**src/rtl/way_data_array.sv**
```systemverilog
// Multi-way, set-indexed storage with per-way/lane-masked writes, a registered
// read port with write-first bypass, and a sequenced bulk-clear engine.
module way_data_array #(
  parameter int s_index  = 3,
  parameter int width    = 32,
  parameter int num_ways = 2,
  parameter int lane_w   = 8
) (
  input  logic                        clk,
  input  logic                        rst,
  input  logic                        read,
  input  logic [s_index-1:0]          rindex,
  input  logic [num_ways-1:0]         load,
  input  logic [s_index-1:0]          windex,
  input  logic [width/lane_w-1:0]     wmask,
  input  logic [width-1:0]            datain,
  input  logic                        clear,
  output logic [num_ways*width-1:0]   dataout,
  output logic                        busy,
  output logic                        state_o
);

  localparam int num_sets  = 2 ** s_index;
  localparam int num_lanes = width / lane_w;

  // Handshake: clear is a single-cycle request taken only in IDLE; while busy
  // is high load is dropped, so the controller must hold writes until busy=0.
  typedef enum logic {IDLE = 1'b0, CLEAR = 1'b1} state_t;

  state_t                     state_q, state_d;
  logic [s_index-1:0]         cnt_q, cnt_d;
  logic [width-1:0]           mem_q [num_ways][num_sets];
  logic [width-1:0]           mem_d [num_ways][num_sets];
  logic [num_ways*width-1:0]  dout_q, dout_d;

  always_comb begin
    state_d = state_q;
    cnt_d   = cnt_q;
    mem_d   = mem_q;
    dout_d  = dout_q;

    case (state_q)
      IDLE: begin
        for (int w = 0; w < num_ways; w++) begin
          for (int l = 0; l < num_lanes; l++) begin
            if (load[w] && wmask[l]) begin
              mem_d[w][windex][l*lane_w +: lane_w] = datain[l*lane_w +: lane_w];
            end
          end
        end
        if (clear) begin
          state_d = CLEAR;
          cnt_d   = '0;
        end
      end
      CLEAR: begin
        for (int w = 0; w < num_ways; w++) begin
          mem_d[w][cnt_q] = '0;
        end
        // The counter wraps to zero on the final set, ready for the next clear.
        cnt_d = cnt_q + s_index'(1);
        if (cnt_q == s_index'(num_sets - 1)) begin
          state_d = IDLE;
        end
      end
    endcase

    // Write-first bypass in IDLE; during a clear the read sees pre-clear data.
    if (read) begin
      for (int w = 0; w < num_ways; w++) begin
        dout_d[w*width +: width] = (state_q == IDLE) ? mem_d[w][rindex] : mem_q[w][rindex];
      end
    end
  end

  always_ff @(posedge clk or negedge rst) begin
    if (!rst) begin
      state_q <= IDLE;
      cnt_q   <= '0;
      dout_q  <= '0;
      for (int w = 0; w < num_ways; w++) begin
        for (int s = 0; s < num_sets; s++) begin
          mem_q[w][s] <= '0;
        end
      end
    end else begin
      state_q <= state_d;
      cnt_q   <= cnt_d;
      dout_q  <= dout_d;
      mem_q   <= mem_d;
    end
  end

  assign dataout = dout_q;
  assign busy    = (state_q == CLEAR);
  assign state_o = state_q;

endmodule

```
**config.mk**
```make
export PLATFORM = sky130hd
export DESIGN_NAME = way_data_array
export DESIGN_NICKNAME = d
export VERILOG_FILES = /design/src/rtl/way_data_array.sv
export SDC_FILE = /design/constraint.sdc
export NUM_CORES = 2
export LEC_CHECK = 0
export ABC_CLOCK_PERIOD_IN_PS = 3900
export CAP_MARGIN = 20
export CORE_AREA = 3 3 352 354
export DETAILED_ROUTE_END_ITERATION = 12
export DIE_AREA = 0 0 355 357
export PLACE_DENSITY = 0.57
export RECOVER_POWER = 100
export SLEW_MARGIN = 20
export SYNTH_ARGS = -nofsm -noshare
export SYNTH_HDL_FRONTEND = slang
export SYNTH_SLANG_ARGS = --single-unit
export TNS_END_PERCENT = 30
```
**constraint.sdc**
```tcl
create_clock -name clk -period 3.9 [get_ports clk]
set_input_delay 0.585 -clock clk [delete_from_list [all_inputs] [get_ports clk]]
set_output_delay 0.585 -clock clk [all_outputs]
set_load 0.005 [all_outputs]
```
# Word level (Yosys, flattened, before mapping)
# Index checks and enable logic that the tools add are counted.
# op_classes
n_addsub	1
multipliers	0
div	0
n_lt_le_gt_ge	5
n_eq_ne	2
n_shift	0
n_mux	52
n_bitwise	7
reduce_logical	10
# op_table
operator	count
two-way mux 256 bit	14
bitwise mux 256 bit	8
one-hot mux 512 bit (2 select lines)	1
AND 256 bit	2
demux 32 bit (select 3 bit)	5
binary-select mux 32 bit (select 3 bit)	4
two-way mux 32 bit	12
inverter 256 bit	1
two-way mux 24 bit	1
two-way mux 16 bit	1
greater-or-equal comparator 4 bit (second input constant)	3
inverter 3 -> 4 bit	3
logical AND 1 bit	10
less-than comparator 4 x 1 -> 1 bit (second input constant)	2
two-way mux 8 bit	1
one-hot mux 3 bit (2 select lines)	1
adder 3 x 1 -> 3 bit (second input constant)	1
equality test 3 bit (second input constant)	1
two-way mux 3 bit	1
two-way mux 1 bit	2
!= test 2 bit (second input constant)	1
one-hot mux 1 bit (2 select lines)	1
inverter 1 bit	1
# totals
reg_bits	580
latch_bits	0
ramBits	0
rom_bits	0
inputBits	48
out_inout_bits	66
word_cells	96
memories	0

# Depth between registers and ports, before layout
# logic_depth
depth_word	21
mapped_depth	10
ltp_nobuf	6

# Worst setup path before layout
# Ideal clock, no wire load.
# synth_path
path_kind	input to register
from	input rindex[0]
to	register dout_q[1] (netlist: dataout[1])
setup_time_ps	123
t_arrival_ps	2445
required_ps	3777
setup_slack_ps	1332
stages	8
path_buffers	4
cell_sequence	buf_4 buf_2 buf_4 buf_2 mux4_2 a22oi_1 nand2_1 o221a_2
# synth_between
elab_chain_len	5
word_cells_on_any_way	8
cone_classes	mux: 7; bitwise: 1
# synth_rtl
element	line	source
start, declared	12	input logic [s_index-1:0] rindex,
inverter 3 -> 4 bit (implied by the code) (*)	71	dout_d[w*width +: width] = (state_q == IDLE) ? mem_d[w][rindex] : mem_q[w][rindex];
binary-select mux 32 bit (select 3 bit)	71	
two-way mux 32 bit (implied by the code) (2 in series)	71	
two-way mux 32 bit (*)	71	
end signal, assigned	89	dout_q <= dout_d;
end, declared	34	logic [num_ways*width-1:0] dout_q, dout_d;
# Every way passes the cells marked *; elsewhere a longest branch is shown, timed or not. The select of a mux whose other input is x is not followed.
# A chain may end at the register's enable or synchronous reset.

# Worst setup path after layout
# layout_path
from	register state_q (netlist: busy)
to	register dout_q[30] (netlist: dataout[30])
# layout_between
elab_chain_len	6
# layout_rtl
element	line	source
start, declared	30	state_t state_q, state_d;
start signal, assigned	87	state_q <= state_d;
inverter 1 bit	--	
one-hot mux 512 bit (2 select lines)	42	case (state_q)
binary-select mux 32 bit (select 3 bit)	71	
two-way mux 32 bit (implied by the code) (2 in series)	71	
two-way mux 32 bit (*)	71	
# Marked as above.

==> reports/qor.csv <==
metric;value;unit
fin util;0.346;
flops & latches, synth;580;
root buffer cell;clkbuf_16;
grt ovf;0;
Avg Cell Area, Syn;9.49;um^2
initial drt markers;4306;
area share of fa/ha/maj cells after synthesis;0.000690;
die width;355;um
Multi-input gate area;19900;um^2
post-synthesis cell count;3820;
Pwr Density;599;nW/um^2
simple-gate area share of the yosys netlist;0.145;
CTS Buf Count;71;
Finished Layout Cells;5528;
fraction of layout cells with a size suffix above 1;0.133;
commonest non-fill, non-tap cells in the layout;dfrtp_1, nand2_1, a21oi_1, o21ai_0, mux2i_1;
Post-synth EDFFs;0;
Worst-Skew Late Latency;0.66;ns
failing checks;max-capacitance violations, max-slew violations;
FILL cells;12300;
design area;42000;um^2
Worst Skew;0.0371;ns
DR vias/cell;6.34;
Max-cap violations;1;
post-DP HPWL;111000;um
Critical Path Sink Type;flop;
post-synth top area share;0.400;
Worst Hold Class;flop to flop;
asr flop ratio synth;1.00;
number of global-route vias before repair;33800;
outcome;finished, violations left;
setup_tns;0;ns
Hold Path Stages;2;
detailed-route wire length per cell;29.9;um
Reg area;14500;um^2
WL final;165000;um
WP data required;4.45;ns
post-CTS setup buffers;0;
P_leak;17.6;nW
H-tree depth;3;
crit-path max FO;38;
# IOs;114;
RSZ-0062 raised after global routing;false;
Antenna Nets Post-Route;0;
Synth Area in XOR/XNOR;0;
Yosys warning count;0;
fin. max-slew vios;62;
CTS resizes;0;
Rel. slew slack;-0.349;
Final WS setup;0.335;ns
peak supply drop;0.444;mV
Die Y;357;um
CTS tree;built;
Placer Congestion;0.953;
Fin. Hold Viols;0;
# DRC;0;
R2R depth;6;
nets@finish;3890;
main combinational cell family by area after synthesis;compound AO/OA/AOI/OAI gates;
synth top area cells;dfrtp_1, mux4_2, mux2i_1;
Mapped Area;36200;um^2
Post-CTS Hold Fix Bufs;1;
Initial Util;0.299;
CP Launch Type;flop;
row count;128;
final worst path period share;0.914;
Core Area;121000;um^2
ys flop type;dfrtp_1;
initial antenna violation count;12;
clk sink count;580;
Netlist cell types;100;
first-pass GRT wire length;240000;um
drt pass-1 iters;6;
All-Layer GR Usage;0.253;
Seq/Total Area, Yosys;0.400;
area grow syn2layout;15.8;%
minimum clock period after layout;3.57;ns
final setup violation count;0;
Bufs on Longest Clock Path;3;
Placed Area;39800;um^2
Post-Place Setup Slack;0.389;ns
worst slew pin tran;2.02;ns
clock transition at the registers of the reported paths;0.06;ns
Placed Instances;5391;
largest net degree at the start of global routing;130;
Critical Path AT;4.11;ns
syn_nets;3870;
Vias;35000;
I/O Buffers;113;
die area;127000;um^2
mux cell area share after synthesis;0.153;
FMAX;280;MHz
most common cell after layout, fill and taps aside;dfrtp_1;
Synth Area in Compound Gates;0.251;
kind of critical path;flop to flop;
largest area contributor in the netlist;dfrtp_1;
==> Yosys cell counts (13+ instances only) <==
library cell / number
a22o_1: 39
clkbuf_1: 212
o2bb2ai_1: 14
nand3_1: 166
dfrtp_1: 580
a31oi_1: 36
a221o_1: 74
nand4b_1: 14
buf_4: 16
o31ai_1: 19
nor2b_1: 47
inv_1: 25
buf_2: 122
mux4_2: 128
and3_1: 26
nor3b_1: 22
and2_1: 28
a211oi_1: 40
mux2i_1: 252
a211o_1: 27
a21o_1: 34
o21ai_0: 361
nor3_1: 18
a21oi_1: 390
mux2_2: 13
nand2b_1: 32
buf_1: 32
o211a_1: 26
nand2_1: 444
o22ai_1: 22
o2111ai_1: 14
o211ai_1: 71
a32o_1: 14
a221oi_1: 34
nor2_1: 108
a22oi_1: 46
nand4_1: 30
==> logic make-up (layout without fill, tap and decap cells) <==
family                   after synthesis  in the layout
AO/OA/AOI/OAI                       1391           1391
adder cells (fa/ha/maj)                2              2
buffers and inverters                415            491
flip-flops                           580            580
multiplexers                         393            393
other                                  0              7
AND/OR/NAND/NOR                     1039           1039
==> per-layer routing <==
layer	track usage	wire length, um	share of wire	up-vias
met1	0.339	66600	0.40	17600
met2	0.370	69700	0.42	2308
met3	0.0766	19500	0.12	553
met4	0.126	9570	0.058	10
met5	0	71	0.00043	-
li1	-	-	-	14600
==> worst max-delay path: stages, from the launching register on <==
cell and delay, ns:
dfrtp_4 0.78, or2_0 1.05, nor2_1 0.42, a21oi_1 0.30, o31ai_1 0.10, or4b_1 0.53, a31o_1 0.24
==> path summary, 6_finish.rpt <==
check,from,to,slack [ns]
setup / recovery,busy,dataout[30],0.33
hold / removal,dataout[51],dataout[51],0.50
setup reg to reg,busy,dataout[30],0.33
hold reg to reg,dataout[51],dataout[51],0.50
max in group asynchronous,rst,dataout[32],0.73
min in group asynchronous,rst,mem_q[346],1.06
==> report_power, final <==
group / internal (mW) / total [mW] / switching, mW
clock: 4.06 / 6.94 / 2.88
combinational: 3.10 / 9.40 / 6.30
sequential: 7.41 / 8.80 / 1.39
total: 14.6 / 25.1 / 10.6
==> metrics by stage <==
step,power (mW),hold WS [ns]
6_report,25.1,0.501
5_1_grt,26.1,0.530
4_1_cts,25.1,0.480
3_5_place_dp,18.2,0.494
3_3_place_gp,18.0,0.482
2_1_floorplan,13.9,0.289
==> state kept, by name, summed over array words and instances (netlist names) <==
register and cells:
busy 1, cnt_q 3, dataout 64, mem_q 512
==> cell type report <==
class	instances	area share
tap	1625	0.0485
antenna	7	0.000418
clock buffer	111	0.0539
timing repair buffer	334	0.0704
sequential	580	0.346
multi-input combinational	2825	0.475
clock inverter	18	0.00352
inverter	28	0.00268
(Power assumes the default switching activity.)
